### config.mk
export PLATFORM = sky130hd
export DESIGN_NAME = uart_tx_framer
export DESIGN_NICKNAME = d
export VERILOG_FILES = /design/src/rtl/uart_pkg.sv /design/src/rtl/uart_tx_fifo.sv /design/src/rtl/uart_tx_framer.sv
export SDC_FILE = /design/constraint.sdc
export NUM_CORES = 1
export LEC_CHECK = 0
export CORE_MARGIN = 5
export CORE_UTILIZATION = 59
export CTS_BUF_LIST = sky130_fd_sc_hd__clkbuf_8
export CTS_CLUSTER_DIAMETER = 80
export DETAILED_ROUTE_END_ITERATION = 12
export DONT_BUFFER_PORTS = 1
export PLACE_DENSITY_LB_ADDON = 0.05
export SLEW_MARGIN = 20
export SYNTH_ARGS = -nofsm -noshare
export SYNTH_HDL_FRONTEND = slang
export SYNTH_SLANG_ARGS = --single-unit
### constraint.sdc
create_clock -name clk -period 2.4 [get_ports clk]
set_input_delay 0.24 -clock clk [delete_from_list [all_inputs] [get_ports clk]]
set_output_delay 0.24 -clock clk [all_outputs]
set_load 0.01 [all_outputs]
### src/rtl/uart_pkg.sv
// uart_pkg: shared parity codes, framer state encoding and frame-length helper.
package uart_pkg;
    localparam int PAR_NONE = 0;
    localparam int PAR_ODD  = 1;
    localparam int PAR_EVEN = 2;

    typedef enum logic [2:0] {IDLE, START, DATA, PAR, STOP} tx_state_t;

    // Frame length in bit times; multiply by CLKS_PER_BIT for cycles.
    function automatic int frame_len(input int data_bits, input int parity, input int stop_bits);
        return 1 + data_bits + (parity != PAR_NONE ? 1 : 0) + stop_bits;
    endfunction
endpackage

### src/rtl/uart_tx_fifo.sv
// uart_tx_fifo: synchronous FIFO with registered full/empty flags and a level count.
module uart_tx_fifo #(
    parameter int WIDTH = 8,
    parameter int DEPTH = 8,
    localparam int AW = $clog2(DEPTH)
) (
    input  logic             clk,
    input  logic             rst_n,
    input  logic [WIDTH-1:0] wr_data,
    input  logic             wr_en,
    input  logic             rd_en,
    output logic [WIDTH-1:0] rd_data,
    output logic             full,
    output logic             empty,
    output logic [AW:0]      level
);
    if (DEPTH < 2 || (DEPTH & (DEPTH - 1)) != 0) begin : g_bad_depth
        $error("uart_tx_fifo: DEPTH must be a power of two >= 2");
    end

    logic [WIDTH-1:0] mem [DEPTH];
    logic [AW-1:0]    wr_ptr, rd_ptr;
    logic [AW:0]      level_next;
    logic             push, pop;

    always_comb begin
        push = wr_en && !full;
        pop = rd_en && !empty;
        level_next = push && !pop ? level + 1'b1 : pop && !push ? level - 1'b1 : level;
    end

    assign rd_data = mem[rd_ptr];

    always_ff @(posedge clk)
        if (push) mem[wr_ptr] <= wr_data;

    // Pointers wrap naturally because DEPTH is a power of two.
    always_ff @(posedge clk or negedge rst_n)
        if (!rst_n) begin
            wr_ptr <= '0;
            rd_ptr <= '0;
            level <= '0;
            full <= 1'b0;
            empty <= 1'b1;
        end else begin
            if (push) wr_ptr <= wr_ptr + 1'b1;
            if (pop) rd_ptr <= rd_ptr + 1'b1;
            level <= level_next;
            full <= level_next == (AW+1)'(DEPTH);
            empty <= level_next == '0;
        end
endmodule

### src/rtl/uart_tx_framer.sv
// uart_tx_framer: self-timed UART transmitter with input byte FIFO and
// configurable data width, parity and stop bits; frames go out back-to-back.
module uart_tx_framer
    import uart_pkg::*;
#(
    parameter int CLKS_PER_BIT = 434,
    parameter int DATA_BITS    = 8,
    parameter int PARITY       = 0,
    parameter int STOP_BITS    = 1,
    parameter int FIFO_DEPTH   = 8
) (
    input  logic                          clk,
    input  logic                          rst_n,
    input  logic [7:0]                    in_data,
    input  logic                          in_valid,
    output logic                          in_ready,
    output logic                          uart_tx,
    output logic                          busy,
    output logic                          tx_done,
    output logic [$clog2(FIFO_DEPTH):0]   fifo_level
);
    if (CLKS_PER_BIT < 2 || DATA_BITS < 5 || DATA_BITS > 8 || PARITY < 0 || PARITY > 2 ||
        STOP_BITS < 1 || STOP_BITS > 2) begin : g_bad_param
        $error("uart_tx_framer: illegal parameter value");
    end

    localparam int              CW        = $clog2(CLKS_PER_BIT);
    localparam logic [7:0]      MASK      = 8'((1 << DATA_BITS) - 1);
    localparam logic [CW-1:0]   LAST_CLK  = CW'(CLKS_PER_BIT - 1);
    localparam logic [CW-1:0]   DONE_CLK  = CW'(CLKS_PER_BIT - 2);
    localparam logic [2:0]      LAST_DATA = 3'(DATA_BITS - 1);
    localparam logic [2:0]      LAST_STOP = 3'(STOP_BITS - 1);

    tx_state_t     state;
    logic [CW-1:0] baud;
    logic [2:0]    bit_cnt;
    logic [7:0]    shift, fifo_data;
    logic          par_bit, fifo_full, fifo_empty, bit_end, last_stop, pop;

    always_comb begin
        bit_end = baud == LAST_CLK;
        last_stop = state == STOP && bit_cnt == LAST_STOP;
        pop = !fifo_empty && (state == IDLE || (last_stop && bit_end));
        in_ready = !fifo_full;
    end

    uart_tx_fifo #(
        .WIDTH(8),
        .DEPTH(FIFO_DEPTH)
    ) u_fifo (
        .clk(clk),
        .rst_n(rst_n),
        .wr_data(in_data),
        .wr_en(in_valid),
        .rd_en(pop),
        .rd_data(fifo_data),
        .full(fifo_full),
        .empty(fifo_empty),
        .level(fifo_level)
    );

    // A pop always restarts the frame, both from IDLE and straight out of the last stop bit.
    always_ff @(posedge clk or negedge rst_n)
        if (!rst_n) begin
            state <= IDLE;
            baud <= '0;
            bit_cnt <= '0;
            shift <= '0;
            par_bit <= 1'b0;
            uart_tx <= 1'b1;
            busy <= 1'b0;
            tx_done <= 1'b0;
        end else begin
            tx_done <= last_stop && baud == DONE_CLK;
            if (pop) begin
                state <= START;
                baud <= '0;
                bit_cnt <= '0;
                shift <= fifo_data & MASK;
                par_bit <= ^(fifo_data & MASK) ^ (PARITY == PAR_ODD);
                uart_tx <= 1'b0;
                busy <= 1'b1;
            end else if (state != IDLE) begin
                baud <= bit_end ? '0 : baud + 1'b1;
                if (bit_end)
                    case (state)
                        START: begin
                            state <= DATA;
                            uart_tx <= shift[0];
                        end
                        DATA: begin
                            shift <= shift >> 1;
                            bit_cnt <= bit_cnt == LAST_DATA ? '0 : bit_cnt + 1'b1;
                            state <= bit_cnt != LAST_DATA ? DATA : PARITY != PAR_NONE ? PAR : STOP;
                            uart_tx <= bit_cnt != LAST_DATA ? shift[1] : PARITY != PAR_NONE ? par_bit : 1'b1;
                        end
                        PAR: begin
                            state <= STOP;
                            uart_tx <= 1'b1;
                        end
                        default: begin
                            bit_cnt <= last_stop ? '0 : bit_cnt + 1'b1;
                            state <= last_stop ? IDLE : STOP;
                            busy <= !last_stop;
                        end
                    endcase
            end
        end
endmodule

# --- Word level (Yosys, flattened, before mapping) ---
# Memories as Yosys holds them, arrays and structs flattened.
# Cells that the tools add are included.
# Widths: inputs -> output; s select.
totals:
  ff_bits: 38
  latchBits: 0
  mem_bits_rw: 64
  romBits: 0
  input_bits: 11
  memories: 1
op_classes:
  addsub: 6
  multipliers: 0
  div: 0
  order_cmp: 0
  eq_ne: 11
  shifts: 0
  mux: 32
  n_bitwise: 0
  reduce_logical: 29
mem_list:
  columns: ["name", "words", "word_bits", "read_ports", "rd_clocked_by_memory_dff", "write_ports", "line_no", "source"]
  rows:
  - ["u_fifo.mem", 8, 8, 1, 0, 1, "uart_tx_fifo.sv:21", "logic [WIDTH-1:0] mem [DEPTH];"]
ops:
  columns: ["operator", "count"]
  rows:
  - ["$mux 8", 4]
  - ["$mux 3", 10]
  - ["$mux 9", 3]
  - ["$eq 9x9->1 const B", 2]
  - ["$reduce_and 3->1", 4]
  - ["$mux 1", 10]
  - ["$add 3x1->3 const B", 3]
  - ["$add 9x1->9 const B", 1]
  - ["$pmux 3 s3", 1]
  - ["$logic_and 1x1->1", 8]
  - ["$mux 4", 2]
  - ["$eq 3x2->1 const B", 2]
  - ["$eq 3x3->1 const B", 2]
  - ["$logic_not 3->1", 2]
  - ["$pmux 3 s2", 1]
  - ["$reduce_bool 2->1", 3]
  - ["$logic_not 1->1", 5]
  - ["$add 4x1->4 const B", 1]
  - ["$eq 4x4->1 const B", 1]
  - ["$logic_not 4->1", 1]
  - ["$ne 2x1->1 const B", 2]
  - ["$reduce_bool 4->1", 1]
  - ["$sub 4x1->4 const B", 1]
  - ["$eq 3x1->1 const B", 1]
  - ["other kinds (7)", 7]

# --- Depth between registers and ports, before layout ---
# Gate-level depths: netlist of run 1.
depth:
  ltp_word: 10
  ltp_mapped: 8
  depth_no_buf: 7

# --- Hierarchy ---
# From an unflattened synthesis of run 1, not the netlist that was laid out.
unflattened:
  hier_cells: 341
  area_unflattened_um2: 4669.5
by_module_without_submodules:
  columns: ["module", "instances", "cells_per_inst", "area_each_um2"]
  rows:
  - ["uart_tx_fifo", 1, 172, 3105.5]
  - ["uart_tx_framer", 1, 169, 1564.0]

# --- Least setup slack after synthesis of run 1 ---
# OpenSTA, ideal clock, no wires.
synth_path:
  path_kind: "reg2reg"
  startpoint: "reg state[1]"
  endpoint: "reg shift[5]"
  arrival_ps: 2246
  required_time_ps: 2275
  path_slack_ps: 30
  path_stages_with_launch: 7
  synth_period_minus_slack_ps: 2370
  path_cell_list: "dfrtp_1 > clkbuf_1 > nor4b_1 > nand4_1 > a21oi_2 > mux2_2 > mux2_2"
synth_via:
  elab_chain_len: 7
  elab_cells_between_ends: 13
  cone_classes: "eq/ne (2); mux (1); reduce/logical (10)"
synth_lines:
  columns: ["item", "line_no", "source"]
  rows:
  - ["start, declared", "uart_tx_framer.sv:34", "tx_state_t state;"]
  - ["start signal, assigned", "uart_tx_framer.sv:94", "state <= bit_cnt != LAST_DATA ? DATA : PARITY != PAR_NONE ? PAR : STOP;"]
  - ["start signal, assigned", "uart_tx_framer.sv:103", "state <= last_stop ? IDLE : STOP;"]
  - ["$eq 3x3->1", "uart_tx_framer.sv:42", "last_stop = state == STOP && bit_cnt == LAST_STOP;"]
  - ["$logic_and 1x1->1", "uart_tx_framer.sv:42", null]
  - ["$logic_and 1x1->1", "uart_tx_framer.sv:43", "pop = !fifo_empty && (state == IDLE || (last_stop && bit_end));"]
  - ["$logic_or 1x1->1", "uart_tx_framer.sv:43", null]
  - ["$logic_and 1x1->1", "uart_tx_framer.sv:43", null]
  - ["$reduce_bool 2->1 (no line)", null, null]
  - ["$reduce_and 3->1 (no line)", null, null]
  - ["end signal, assigned", "uart_tx_framer.sv:79", "shift <= fifo_data & MASK;"]
  - ["end signal, assigned", "uart_tx_framer.sv:92", "shift <= shift >> 1;"]
  - ["end, declared", "uart_tx_framer.sv:37", "logic [7:0] shift, fifo_data;"]
# Parallel ways exist; a longest one is shown, timed or not.
# A chain may end at the register's enable or synchronous reset.

# --- Worst setup path in the final report of run 1 ---
layout_path:
  startpoint: "reg bit_cnt[1]"
  endpoint: "reg u_fifo.empty"
layout_via:
  elab_chain_len: 10
  elab_cells_between_ends: 12
  cone_classes: "mux (2); reduce/logical (10)"
layout_lines:
  columns: ["item", "line_no", "source"]
  rows:
  - ["start, declared", "uart_tx_framer.sv:36", "logic [2:0] bit_cnt;"]
  - ["start signal, assigned", "uart_tx_framer.sv:93", "bit_cnt <= bit_cnt == LAST_DATA ? '0 : bit_cnt + 1'b1;"]
  - ["start signal, assigned", "uart_tx_framer.sv:102", "bit_cnt <= last_stop ? '0 : bit_cnt + 1'b1;"]
  - ["$logic_not 3->1 (*)", "uart_tx_framer.sv:42", null]
  - ["$logic_and 1x1->1 (*)", "uart_tx_framer.sv:42", null]
  - ["$logic_and 1x1->1 (*)", "uart_tx_framer.sv:43", null]
  - ["$logic_or 1x1->1 (*)", "uart_tx_framer.sv:43", null]
  - ["$logic_and 1x1->1 (*)", "uart_tx_framer.sv:43", null]
  - ["$logic_and 1x1->1 (*)", "uart_tx_fifo.sv:28", "pop = rd_en && !empty;"]
  - ["$logic_and 1x1->1 / $logic_not 1->1 (equally long branches)", "uart_tx_fifo.sv:29", "level_next = push && !pop ? level + 1'b1 : pop && !push ? level - 1'b1 : level;"]
  - ["$mux 4 / $logic_and 1x1->1 (equally long branches)", "uart_tx_fifo.sv:29", null]
  - ["$mux 4 (*)", "uart_tx_fifo.sv:29", null]
  - ["$logic_not 4->1 (*)", "uart_tx_fifo.sv:50", "empty <= level_next == '0;"]
  - ["end signal, assigned", "uart_tx_fifo.sv:44", "empty <= 1'b1;"]
  - ["end signal, assigned", "uart_tx_fifo.sv:50", null]
  - ["end, declared", "uart_tx_fifo.sv:14", "output logic empty,"]
# Mark *: on every way between the ends. The rest lies on a longest branch, timed or not.

==> metrics.md, run 1 <==
| Metric | Value |
|---|---|
| Outcome | `finished, final reports clean` |
| Crit path max-delay cell type | `or4b_4` |
| Hpwl dp | `~6000 um` |
| Sequential Area | `between 0.002 and 0.003 mm^2` |
| Sequential share of the synthesized area | `a little over three fifths` |
| Total number of vias | `2729` |
| Final Instance Count excl. Fillers | `474` |
| Final GP Congestion | `0.837` |
| Register bit total from synthesis | `102` |
| Layout cells sized above 1 | `a little over a quarter` |
| Remaining global-route overflow | `0` |
| CTS tree | `yes` |
| Root buffer cell | `clkbuf_8` |
| # IOs | `19` |
| GRT Overall Usage | `just under 20%` |
| Worst setup SP type | `register` |
| Ant diodes | `0` |
| Clk buf depth | `2` |
| Final Max Tran Viols | `0` |
| RSZ-0062 raised after global routing | `true` |
| Clk_lat worst skew | `around 0.37 ns` |
| Final ANT Viol Nets | `0` |
| Hold crit path type | `in2reg` |
| Max FO, Critical Path | `4` |
| Relative slew margins | `about two thirds` |
| Synth cell types | `58` |
| Area grow syn2layout | `15.6%` |
| Main flop type after synthesis | `edfxtp_1` |
| Syn Inst Count | `around 320` |
| Synth top cells by count | `edfxtp_1 (64), dfrtp_1 (36), nand2_1 (23)` |
| Worst hold slack | `0.260 ns` |
| Fillers | `roughly 530` |
| Placeable Area | `around 0.0076 mm^2` |
| Hold Violations, Final | `0` |
| Crit path DAT | `between 2 and 3 ns` |
| DR pass1 iterations | `5` |
| Yosys top cell by area | `edfxtp_1` |
| Design area | `between 0.005 and 0.006 mm^2` |
| Worst Path Required | `between 2 and 3 ns` |
| Post-synth EDFFs | `64` |
| Remaining DRCs | `0` |
| Routed len/inst | `roughly 18 um` |
| First-pass GRT wire length | `between 10000 and 15000 um` |
| Routed WL | `a little under 9000 um` |
| Worst Path Buf+Inv | `2` |
| Max_cap viols | `0` |
| Core Rows | `32` |
| Die W | `around 98 um` |
| Tcrit/Tclk final | `a little under 100%` |
| Pwr/cell area | `between 1000 and 1500 mW/mm^2` |
| Initial Util | `around three fifths` |
| Synth Area per Inst | `around 14 um^2` |
| Final setup viols | `0` |
| Syn Nets | `roughly 340` |
| Initial antenna violation count | `0` |
| Synth top area share | `41.8%` |
| Number of DRC markers in iteration 0 | `approximately 160` |
| Final worst path period need | `approximately 2.4 ns` |
| Clock transition at path regs | `roughly 0.11 ns` |
| Cell Area, Placed | `0.00493 mm^2` |
| Skew final | `0.0142 ns` |
| Largest net degree at the start of global routing | `39` |
| Top-count cell post-synth | `edfxtp_1` |
| Worst setup path class | `reg2reg` |
| Area of the multi-input gates | `approximately 0.0016 mm^2` |
| VDD IR-drop max | `about 0.54 mV` |
| Top post-synthesis cells by area | `edfxtp_1 (42%), dfrtp_1 (20%), mux4_2 (7.8%)` |
| Crit-path leading delay family | `simple AND/OR/NAND/NOR gates` |
| Post-Place Cells | `around 440` |
| Setup crit end kind | `register` |
| Clock sink total | `102` |
| F_max | `0.425 GHz` |
| Die Height | `98.3 um` |
| CTS Buf Count | `9` |
| Async S/R FF share, synth | `between 30% and 40%` |
| Cell area after synthesis | `0.00460 mm^2` |
| H-tree depth | `3` |
| CP cell instances | `inv_1, ha_2, or4b_4, nor4_4, buf_4, nor3_4, or3_4, a221oi_2` |
| Worst slew pin tran | `~0.47 ns` |
| Leak | `a little under 2 nW` |
| Via density | `approximately 5.8` |
| Critical Path Max Stage Delay | `between 0.4 and 0.5 ns` |
| Vias in the first global route | `approximately 2700` |
| Yosys Warn Count | `0` |
| Die ar. | `0.00966 mm^2` |
| Final nets | `388` |
| I/O Buffers | `0` |
==> worst register-to-register path, cell delays in order (launching register included) <==
cell      delay [ns]
dfrtp_1         0.41
inv_1           0.06
ha_2            0.16
or4b_4          0.49
nor4_4          0.27
buf_4           0.18
nor3_4          0.05
or3_4           0.39
a221oi_2        0.25
==> per-layer routing <==
metal	routed length, um	vias up	GRT usage [%]
met5	0	-	0
met4	81	0	4.10
met3	384	9	5.29
met2	4090	49	29.5
met1	4210	1355	28.5
li1	-	1316	-
==> layout make-up <==
cell class                      count  share of cell area, %
Clock buffer                        9                   2.33
Clock inverter                      7                   1.41
Inverter                           19                   1.34
Multi-Input combinational cell    188                   31.0
Sequential cell                   102                   54.0
Tap cell                          102                   2.40
Timing Repair Buffer               47                   7.53
==> worst paths after layout <==
check	from	to	slack [ns]	depth (start not counted)
min in group asynchronous	rst_n	state[2]$_DFFE_PN0P_	0.34	2
min	in_valid	u_fifo.wr_ptr[0]$_DFFE_PN0P_	0.26	2
max reg2reg	bit_cnt[1]$_DFFE_PN0P_	u_fifo.empty$_DFF_PN1_	0.05	8
max	bit_cnt[1]$_DFFE_PN0P_	u_fifo.empty$_DFF_PN1_	0.05	8
min reg2reg	baud[7]$_DFFE_PN0N_	baud[7]$_DFFE_PN0N_	0.53	1
max in group asynchronous	rst_n	uart_tx$_DFFE_PN1P_	1.81	2
==> kinds of logic after synthesis <==
family	share of synthesized area (%)
AND/OR/NAND/NOR	10.2
XOR/XNOR	1.71
flip-flops	62.5
adder cells (fa/ha/maj)	2.72
AO/OA/AOI/OAI	6.80
buffers and inverters	2.99
multiplexers	13.1
==> power breakdown <==
part	total (mW)	switching [mW]	internal [mW]
Clock	1.06	0.646	0.409
Sequential	2.64	0.348	2.29
Combinational	2.27	1.15	1.12
==> flip-flops by register name (all words and copies together) (netlist names), 3 cells and up <==
signal	count
shift	8
u_fifo.level	4
state	3
bit_cnt	3
u_fifo.mem	64
baud	9
u_fifo.rd_ptr	3
u_fifo.wr_ptr	3
==> placed cells by master (no fill, tap or decap), types with 2 or more instances in the layout <==
cell,n
dlygate4sd3_1,9
mux2_2,10
a2111oi_2,2
and3_1,2
a221oi_2,2
o22ai_1,2
and2_1,2
o21ai_1,2
mux2i_1,13
dfrtp_1,36
nor2b_1,3
xor2_1,4
a31oi_1,4
nand2b_1,4
o31ai_1,4
o21ai_0,11
nand2_1,23
dfstp_2,2
nand3_1,5
inv_6,4
inv_1,19
clkbuf_8,9
nor3_1,8
edfxtp_1,64
a21oi_1,5
ha_1,9
buf_4,36
nand4_1,5
xnor2_1,5
buf_12,2
clkinv_8,2
nor2_1,16
mux4_2,16
==> metrics by stage <==
stage	utilization [%]	setup TNS, ns	setup WS, ns	total power [mW]
5_1_grt	69.6	-0.179	-0.0818	6.39
6_report	69.6	0	0.0497	5.97
3_5_place_dp	64.4	-0.000666	-0.000666	4.84
3_3_place_gp	64.4	0	0.0552	4.79
2_1_floorplan	-	0	0.0298	4.13
4_1_cts	68.7	0	0.00657	5.95
==> timing repair <==
item	CTS	global route
hold endpoints to repair	102	0
resized for setup	3	9
pin swaps	1	5
buffers inserted	1	3
hold buffers	10	0
setup endpoints to repair	2	12
cloned	0	0
Note: power is estimated with default switching activity, not from simulation.
==> inputs of run 2 (changes only) <==
--- a/config.mk
+++ b/config.mk
@@ -6,7 +6,7 @@
 export NUM_CORES = 1
 export LEC_CHECK = 0
 export CORE_MARGIN = 5
-export CORE_UTILIZATION = 59
+export CORE_UTILIZATION = 45
 export CTS_BUF_LIST = sky130_fd_sc_hd__clkbuf_8
 export CTS_CLUSTER_DIAMETER = 80
 export DETAILED_ROUTE_END_ITERATION = 12
==> metrics.md, run 2 (synthesized netlist as in run 1, its figures left out) <==
| Metric | Value |
|---|---|
| Largest net degree at the start of global routing | `39 (unchanged)` |
| Number of DRC markers in iteration 0 | `107 (-34%)` |
| Post-layout utilization of the core | `52.9% (-17 points)` |
| CTS tree | `yes` |
| Largest regs | `u_fifo.mem: 64 flops, baud: 9 flops, shift: 8 flops` |
| Hold crit path type | `in2reg` |
| Cell Area, Placed | `0.00500 mm^2 (+1.4%)` |
| Placeable Area | `0.0101 mm^2 (+33%)` |
| Final Instance Count excl. Fillers | `513 (+8.2%)` |
| Seq pwr share | `43.7% (-0.6 points)` |
| Final Max Tran Viols | `0 (unchanged)` |
| Most common cell after layout, fill and taps aside | `edfxtp_1` |
| Max FO, Critical Path | `4 (unchanged)` |
| Via density | `5.37 (-6.8%)` |
| Remaining global-route overflow | `0 (unchanged)` |
| Die Height | `111 um (+13%)` |
| Leak | `1.98 nW (+0.85%)` |
| Most frequent cells in the layout | `edfxtp_1 (64), buf_4 (42), dfrtp_1 (36)` |
| Routed len/inst | `18.0 um (-2.4%)` |
| Final ANT Viol Nets | `0 (unchanged)` |
| Remaining DRCs | `0 (unchanged)` |
| Pwr/cell area | `1120 mW/mm^2 (-0.34%)` |
| Initial antenna violation count | `0 (unchanged)` |
| Ant diodes | `0 (unchanged)` |
| Sequential Area | `0.00288 mm^2 (unchanged)` |
| Hpwl dp | `6420 um (+7.4%)` |
| Int Power | `3.82 mW (-0.10%)` |
| Final worst path period need | `2.35 ns (-0.00440 ns)` |
| Sw Pwr | `2.19 mW (+1.7%)` |
| Area grow syn2layout | `16.7%` |
| Relative slew margins | `69.2% (+1.0 points)` |
| Final GP Congestion | `0.859 (+2.6%)` |
| Sw frac | `36.4% (+0.41 points)` |
| Clk_lat worst skew | `0.37 ns (about the same)` |
| DR pass1 iterations | `4 (-1)` |
| Hold Violations, Final | `0 (unchanged)` |
| H-tree depth | `3 (unchanged)` |
| Worst setup path class | `reg2reg` |
| Clock sink total | `102 (unchanged)` |
| Worst Path Required | `2.64 ns (-0.05 ns)` |
| Outcome | `finished, final reports clean` |
| Skew final | `0.0121 ns (-0.00217 ns)` |
| Core Rows | `37 (+16%)` |
| Post-Place Cells | `483 (+8.8%)` |
| Worst setup SP type | `register` |
| Total number of vias | `2754 (+0.92%)` |
| I/O Buffers | `0 (unchanged)` |
| RSZ-0062 raised after global routing | `true` |
| Root buffer cell | `clkbuf_8` |
| Clock transition at path regs | `0.10 ns (about the same)` |
| Max_cap viols | `0 (unchanged)` |
| Die ar. | `0.0123 mm^2 (+28%)` |
| Biggest register | `u_fifo.mem` |
| Final setup viols | `0 (unchanged)` |
| VDD IR-drop max | `0.519 mV (-3.4%)` |
| First-pass GRT wire length | `15200 um (+6.1%)` |
| Area of the multi-input gates | `0.00164 mm^2 (-0.46%)` |
| Logic pwr share | `39.1% (+1.0 points)` |
| Worst slew pin tran | `0.462 ns (-0.0120 ns)` |
| Tcrit/Tclk final | `97.7% (-0.18 points)` |
| Vias in the first global route | `2792 (+2.1%)` |
| GRT Overall Usage | `16.0% (-3.4 points)` |
| Routed WL | `9260 um (+5.6%)` |
| Crit path DAT | `2.59 ns (-0.05 ns)` |
| Die W | `111 um (+13%)` |
| Setup crit end kind | `register` |
| Design area | `0.00537 mm^2 (+0.89%)` |
| Clock Power Share | `17.1% (-0.6 points)` |
| Final nets | `393 (+1.3%)` |
| CTS Buf Count | `9 (unchanged)` |
| Layout cells sized above 1 | `27.9% (+0.43 points)` |
| Clk buf depth | `2 (unchanged)` |
| # IOs | `19 (unchanged)` |
| Number of flip-flops in the largest register | `64 (unchanged)` |
| Fillers | `863 (+63%)` |
| Initial Util | `45.4% (-15 points)` |
| F_max | `0.426 GHz (+0.19%)` |
-- run 2: path summary, 6_finish.rpt --
kind,startpoint,end,slack (ns),cells past startpoint
setup / recovery,baud[1]$_DFFE_PN0N_,u_fifo.full$_DFF_PN0_,0.05,9
hold / removal,in_valid,u_fifo.wr_ptr[0]$_DFFE_PN0P_,0.27,2
setup reg to reg,baud[1]$_DFFE_PN0N_,u_fifo.full$_DFF_PN0_,0.05,9
hold reg to reg,shift[5]$_DFFE_PN0P_,shift[5]$_DFFE_PN0P_,0.51,1
max in group asynchronous,rst_n,u_fifo.empty$_DFF_PN1_,1.82,2
min in group asynchronous,rst_n,shift[2]$_DFFE_PN0P_,0.31,2
-- run 2: final cells by class --
cell class              count  area share, %
multi-input cells         188           30.5
clock inverters             7           1.17
clock buffers               9           2.31
well taps                 136           3.17
inverters                  19           1.33
flip-flops and latches    102           53.6
repair buffers             52           7.93
-- run 2: power groups by stage --
stage	logic, mW	clock network (mW)	registers, mW
detailed placement	2.24	0	2.66
CTS	2.29	1.07	2.63
finish	2.35	1.03	2.62
floorplan	1.56	0	2.56
global route	2.60	1.15	2.68
global placement	2.23	0	2.66
-- run 2: critical path, cell delays in order, from the launching register on --
cell and delay, ns:
dfrtp_1 0.38, inv_2 0.05, ha_1 0.19, or4bb_4 0.24, nor4_4 0.05, buf_4 0.15, buf_4 0.13, or3b_2 0.47
a221oi_2 0.45, a2111oi_4 0.10
-- run 2: timing repair --
item                                    CTS  global route
pin swaps                                 0             5
hold buffers                             10             0
hold endpoints to repair                102             0
resized for setup                         1             8
endpoints found under the setup margin    1            10
buffers inserted                          0             4
-- run 2: per-layer routing --
metal	routed length, um	track usage [%]	up-vias
met2	4040	22.7	50
met4	89	3.81	0
met1	4720	24.3	1367
met5	0	0	-
li1	-	-	1328
met3	404	4.69	9
-- run 2: through the flow --
stage / hold WS [ns] / worst slack (ns) / TNS (ns) / power, mW
floorplan: -0.0556 / 0.0298 / 0 / 4.13
global placement: -0.0535 / 0.0506 / 0 / 4.89
detailed placement: -0.0533 / 0.0319 / 0 / 4.90
CTS: 0.253 / 0.00498 / 0 / 5.98
global route: 0.272 / -0.0365 / -0.139 / 6.43
finish: 0.271 / 0.0541 / 0 / 6.00
